==> src/rtl/serial_sub_pkg.sv <==
// rtl/serial_sub_pkg.sv - shared types and helpers for the bit-serial subtractor
package serial_sub_pkg;

  typedef enum logic [1:0] {
    IDLE = 2'd0,
    RUN  = 2'd1,
    DONE = 2'd2
  } state_e;

  // Bit-counter width; a 1-bit operand still needs a 1-bit counter.
  function automatic int cnt_width(input int w);
    return (w > 1) ? $clog2(w) : 1;
  endfunction

endpackage

==> src/rtl/fullsub_bit.sv <==
// rtl/fullsub_bit.sv - one-bit full subtractor built from two half subtractors
module fullsub_bit (
  input  logic a,
  input  logic bb,
  input  logic bin,
  output logic diff,
  output logic bout
);

  logic d1;
  logic b1;
  logic b2;

  halfsub u_hs_ab (
    .a    (a),
    .bb   (bb),
    .diff (d1),
    .bout (b1)
  );

  halfsub u_hs_bin (
    .a    (d1),
    .bb   (bin),
    .diff (diff),
    .bout (b2)
  );

  assign bout = b1 | b2;

endmodule

==> src/rtl/halfsub.sv <==
// rtl/halfsub.sv - one-bit half subtractor
module halfsub (
  input  logic a,
  input  logic bb,
  output logic diff,
  output logic bout
);

  assign diff = a ^ bb;
  assign bout = ~a & bb;

endmodule

==> src/rtl/serial_sub_ctrl.sv <==
// rtl/serial_sub_ctrl.sv - bit-serial A-B controller, one slice, LSB first, WIDTH+1 cycle latency
// SERIAL_SUB_FLAGS_EN adds registered zero/neg result flags.
module serial_sub_ctrl
  import serial_sub_pkg::*;
#(
  parameter int WIDTH = 8
) (
  input  logic             clk,
  input  logic             rst_n,
  input  logic             start,
  input  logic [WIDTH-1:0] A,
  input  logic [WIDTH-1:0] B,
  output logic [WIDTH-1:0] D,
  output logic             b,
  output logic             busy,
  output logic             done
`ifdef SERIAL_SUB_FLAGS_EN
  ,
  output logic             zero,
  output logic             neg
`endif
);

  localparam int             CW   = cnt_width(WIDTH);
  localparam logic [CW-1:0]  LAST = CW'(WIDTH - 1);

  state_e           state_q;
  logic [WIDTH-1:0] a_sr_q;
  logic [WIDTH-1:0] b_sr_q;
  logic [WIDTH-1:0] d_q;
  logic [WIDTH-1:0] d_d;
  logic [CW-1:0]    cnt_q;
  logic             borrow_q;
  logic             bout_q;
  logic             busy_q;
  logic             done_q;
  logic             slice_diff;
  logic             slice_bout;

  fullsub_bit u_slice (
    .a    (a_sr_q[0]),
    .bb   (b_sr_q[0]),
    .bin  (borrow_q),
    .diff (slice_diff),
    .bout (slice_bout)
  );

  // Each new difference bit enters at the MSB, so after WIDTH shifts bit 0 is the LSB.
  assign d_d = (d_q >> 1) | (WIDTH'(slice_diff) << (WIDTH - 1));

`ifdef SERIAL_SUB_FLAGS_EN
  logic zero_q;
  logic neg_q;
`endif

  always_ff @(posedge clk or negedge rst_n) begin
    if (!rst_n) begin
      state_q  <= IDLE;
      a_sr_q   <= '0;
      b_sr_q   <= '0;
      d_q      <= '0;
      cnt_q    <= '0;
      borrow_q <= 1'b0;
      bout_q   <= 1'b0;
      busy_q   <= 1'b0;
      done_q   <= 1'b0;
`ifdef SERIAL_SUB_FLAGS_EN
      zero_q   <= 1'b0;
      neg_q    <= 1'b0;
`endif
    end else begin
      done_q <= 1'b0;
      case (state_q)
        IDLE: begin
          if (start) begin
            a_sr_q   <= A;
            b_sr_q   <= B;
            borrow_q <= 1'b0;
            cnt_q    <= '0;
            busy_q   <= 1'b1;
            state_q  <= RUN;
          end
        end
        RUN: begin
          d_q      <= d_d;
          a_sr_q   <= a_sr_q >> 1;
          b_sr_q   <= b_sr_q >> 1;
          borrow_q <= slice_bout;
          if (cnt_q == LAST) begin
            bout_q  <= slice_bout;
            busy_q  <= 1'b0;
            state_q <= DONE;
          end else begin
            cnt_q <= cnt_q + CW'(1);
          end
        end
        DONE: begin
          done_q  <= 1'b1;
          state_q <= IDLE;
`ifdef SERIAL_SUB_FLAGS_EN
          zero_q  <= (d_q == '0);
          neg_q   <= bout_q;
`endif
        end
        default: state_q <= IDLE;
      endcase
    end
  end

  assign D    = d_q;
  assign b    = bout_q;
  assign busy = busy_q;
  assign done = done_q;
`ifdef SERIAL_SUB_FLAGS_EN
  assign zero = zero_q;
  assign neg  = neg_q;
`endif

endmodule

==> config.mk <==
export PLATFORM = sky130hd
export DESIGN_NAME = serial_sub_ctrl
export DESIGN_NICKNAME = d
export VERILOG_FILES = /design/src/rtl/serial_sub_pkg.sv /design/src/rtl/fullsub_bit.sv /design/src/rtl/halfsub.sv /design/src/rtl/serial_sub_ctrl.sv
export SDC_FILE = /design/constraint.sdc
export NUM_CORES = 1
export LEC_CHECK = 0
export ABC_AREA = 1
export CORE_MARGIN = 1.5
export CORE_UTILIZATION = 50
export CTS_CLUSTER_SIZE = 20
export DETAILED_ROUTE_END_ITERATION = 8
export PLACE_DENSITY = 0.77
export SKIP_CTS_REPAIR_TIMING = 1
export SLEW_MARGIN = 10
export SYNTH_ARGS = -nofsm -noshare
export SYNTH_HDL_FRONTEND = slang
export SYNTH_SLANG_ARGS = --single-unit
==> constraint.sdc <==
create_clock -name clk -period 1.55 [get_ports clk]
set_input_delay 0.2325 -clock clk [delete_from_list [all_inputs] [get_ports clk]]
set_output_delay 0.2325 -clock clk [all_outputs]
set_load 0.005 [all_outputs]
==> flow_metrics.env <==
export IMPL_total_power_mw=3.67
export IMPL_pwr_share_comb=0.411
export IMPL_die_h_um=58.6
export IMPL_cp_slowest_cell="clkdlybuf4s50_1"
export IMPL_cap_violations=0
export IMPL_nFillCells=265
export IMPL_wl_per_cell_um=12.0
export IMPL_clk_latency_ns=0.33
export IMPL_p_sw_frac=0.376
export IMPL_syn_area_sq_um=1540
export IMPL_numCtsBuffers=5
export IMPL_grt_max_degree=34
export IMPL_clkPwrFrac=0.185
export IMPL_period_share=0.942
export IMPL_overflow=0
export IMPL_p_leak_nw=1.01
export IMPL_rsz0062_at_grt="no"
export IMPL_gp_congestion=0.767
export IMPL_final_cell_area_sq_um=1940
export IMPL_die_area_sq_um=3430
export IMPL_setup_tns_ns=0
export IMPL_critical_path_class="flip-flop to output pin"
export IMPL_dpl_cell_area_sq_um=1850
export IMPL_core_sq_um=2850
export IMPL_layout_common_cells="nand2_1 (95), dfrtp_1 (33), clkdlybuf4s50_1 (29)"
export IMPL_worst_path_max_fanout=3
export IMPL_cp_required_ns=1.32
export IMPL_crit_arrival_ns=1.23
export IMPL_syn_nets=212
export IMPL_diodes=0
export IMPL_ys_warn_count=0
export IMPL_p_switching_mw=1.38
export IMPL_synthDistinctLibCells=17
export IMPL_multi_input_area_sq_um=618
export IMPL_vias=1342
export IMPL_tritoncts="built"
export IMPL_reg2reg_depth=5
export IMPL_tightestPinTransition_ns=0.526
export IMPL_cp_top_family="buffers and inverters"
export IMPL_io_pins=30
export IMPL_fp_dieW_um=58.6
export IMPL_peakVddDrop_mv=0.925
export IMPL_nets=245
export IMPL_clock_sinks=33
export IMPL_grtUsageTotal=0.209
export IMPL_ant_nets=0
export IMPL_relSlewSlack=0.649
export IMPL_p_int_mw=2.29
export IMPL_place_hpwl_mm=2.10
export IMPL_cellPowerDensity_nw_per_um2=1890
export IMPL_initial_utilization=0.541
export IMPL_path_clk_slew_ns=0.10
export IMPL_seqPwrFrac=0.404
export IMPL_yosysSeqAreaShare=0.535
export IMPL_post_route_drc_count=0
export IMPL_status="finished, final reports clean"
export IMPL_fin_crit_ns=1.46
export IMPL_fin_worst_hold_slack_ns=0.290
export IMPL_portBuffers=29
export IMPL_skew_ns=0.00972
export IMPL_critical_path_buf_inv_count=1
export IMPL_synth_cells=189
export IMPL_fin_util=0.679
export IMPL_startpoint_type="flip-flop"
export IMPL_reg2reg_slack_ns=0.19
export IMPL_routed_via_density=5.28
export IMPL_syn2layout_area_growth_pct=25.4
export IMPL_crit_start="D[3]"
export IMPL_fmax_mhz=685
export IMPL_rows=19
export IMPL_synth_seq_cells=33
export IMPL_critPathMaxStageDelay_ns=0.51
export IMPL_cp_endpoint="D[3]"
export IMPL_drive_gt1_frac=0.0762
export IMPL_crit_chain="clkdlybuf4s50_1"
export IMPL_hp_class="primary input to asynchronous set/reset pin"
export IMPL_cts_buffer_depth=2
export IMPL_syn_mean_instance_area_sq_um=8.17
export IMPL_r2r_end="a_sr_q[0]"
export IMPL_path_depth=1
export IMPL_seq_area_sq_um=826
export IMPL_grt_pass1_vias=1243
export IMPL_final_hold_viol_count=0
export IMPL_drt_total_wl_mm=3.05
export IMPL_worstSetupEndpointType="output pin"
export IMPL_first_pass_iters=4
export IMPL_cts_root_buf="clkbuf_4"
export IMPL_finalSetupViolations=0
export IMPL_layout_commonest_cell="nand2_1"
export IMPL_htreeDepth=2
export IMPL_drtIter0Drc=39
export IMPL_finalMaxSlewViolations=0
export IMPL_antenna_found_initial=0
export IMPL_grt_pass1_wl_mm=5.42
export IMPL_worstReg2RegStart="state_q[0]"
-- layer usage --
metal / part of all wire / vias up / GRT usage
met3: 0.040 / 4 / 0.0462
met4: 0.011 / 0 / 0.0779
met1: 0.43 / 650 / 0.258
met5: 0 / - / 0
li1: - / 655 / -
met2: 0.52 / 33 / 0.358
-- layout make-up --
type,instances,area share
tap,31,0.0200
sequential,33,0.426
clock buffer,7,0.0284
clock inverter,1,0.0155
timing repair buffer,34,0.169
inverter,11,0.0213
multi-input combinational,137,0.319
-- power by group through the flow --
stage          Clock, mW  Sequential, mW  Combinational, mW
5_1_grt            0.730            1.54               1.75
3_5_place_dp           0            1.50               1.53
3_3_place_gp           0            1.48               1.47
2_1_floorplan          0            1.43               1.07
6_report           0.679            1.48               1.51
4_1_cts            0.694            1.48               1.53
-- metrics by stage --
| step | std cells | setup slack (ns) |
|---|---|---|
| 6_report | 254 | 0.0899 |
| 3_5_place_dp | 246 | 0.179 |
| 2_1_floorplan | 189 | 0.354 |
| 4_1_cts | 254 | 0.0629 |
| 3_3_place_gp | 246 | 0.235 |
| 5_1_grt | 254 | 0.0244 |
-- sequential cells by signal, indices dropped and copies added, names as in the netlist --
name      count
state_q       2
b             1
D             8
a_sr_q        8
done          1
b_sr_q        8
cnt_q         3
busy          1
borrow_q      1
-- cells by family after synthesis --
kind of cell    count (synthesis)  synth area share
compound gates                 10            0.0348
simple gates                  123             0.328
buf+inv                        19            0.0648
flops                          33             0.535
fa+ha+maj                       4            0.0373
-- worst min-delay path by stage --
stage / startpoint / cells after the start / endpoint / slack (ns)
6_report: rst_n / 2 / D[6] / 0.29
5_1_grt: rst_n / 2 / b_sr_q[3] / 0.33
4_1_cts: rst_n / 2 / busy / 0.30
3_5_place_dp: a_sr_q[7] / 2 / a_sr_q[7] / 0.46
3_3_place_gp: a_sr_q[7] / 2 / a_sr_q[7] / 0.46
2_1_floorplan: rst_n / 0 / D[0] / -0.06
-- cell usage after synthesis --
library cell	instances	area, sq um
nand4_1	3	18.8
fa_1	1	20.0
nand3_1	19	95.1
o21ai_0	9	45.0
nor2_2	1	6.26
ha_1	3	37.5
o21ai_2	1	8.76
nor2_1	3	11.3
inv_1	9	33.8
buf_6	1	11.3
nand2_4	1	11.3
buf_4	5	37.5
dfrtp_1	33	826
buf_2	2	10.0
nand2_1	95	357
inv_2	2	7.51
nand3b_1	1	7.51
No activity file was read; power rests on OpenSTA's default activity.
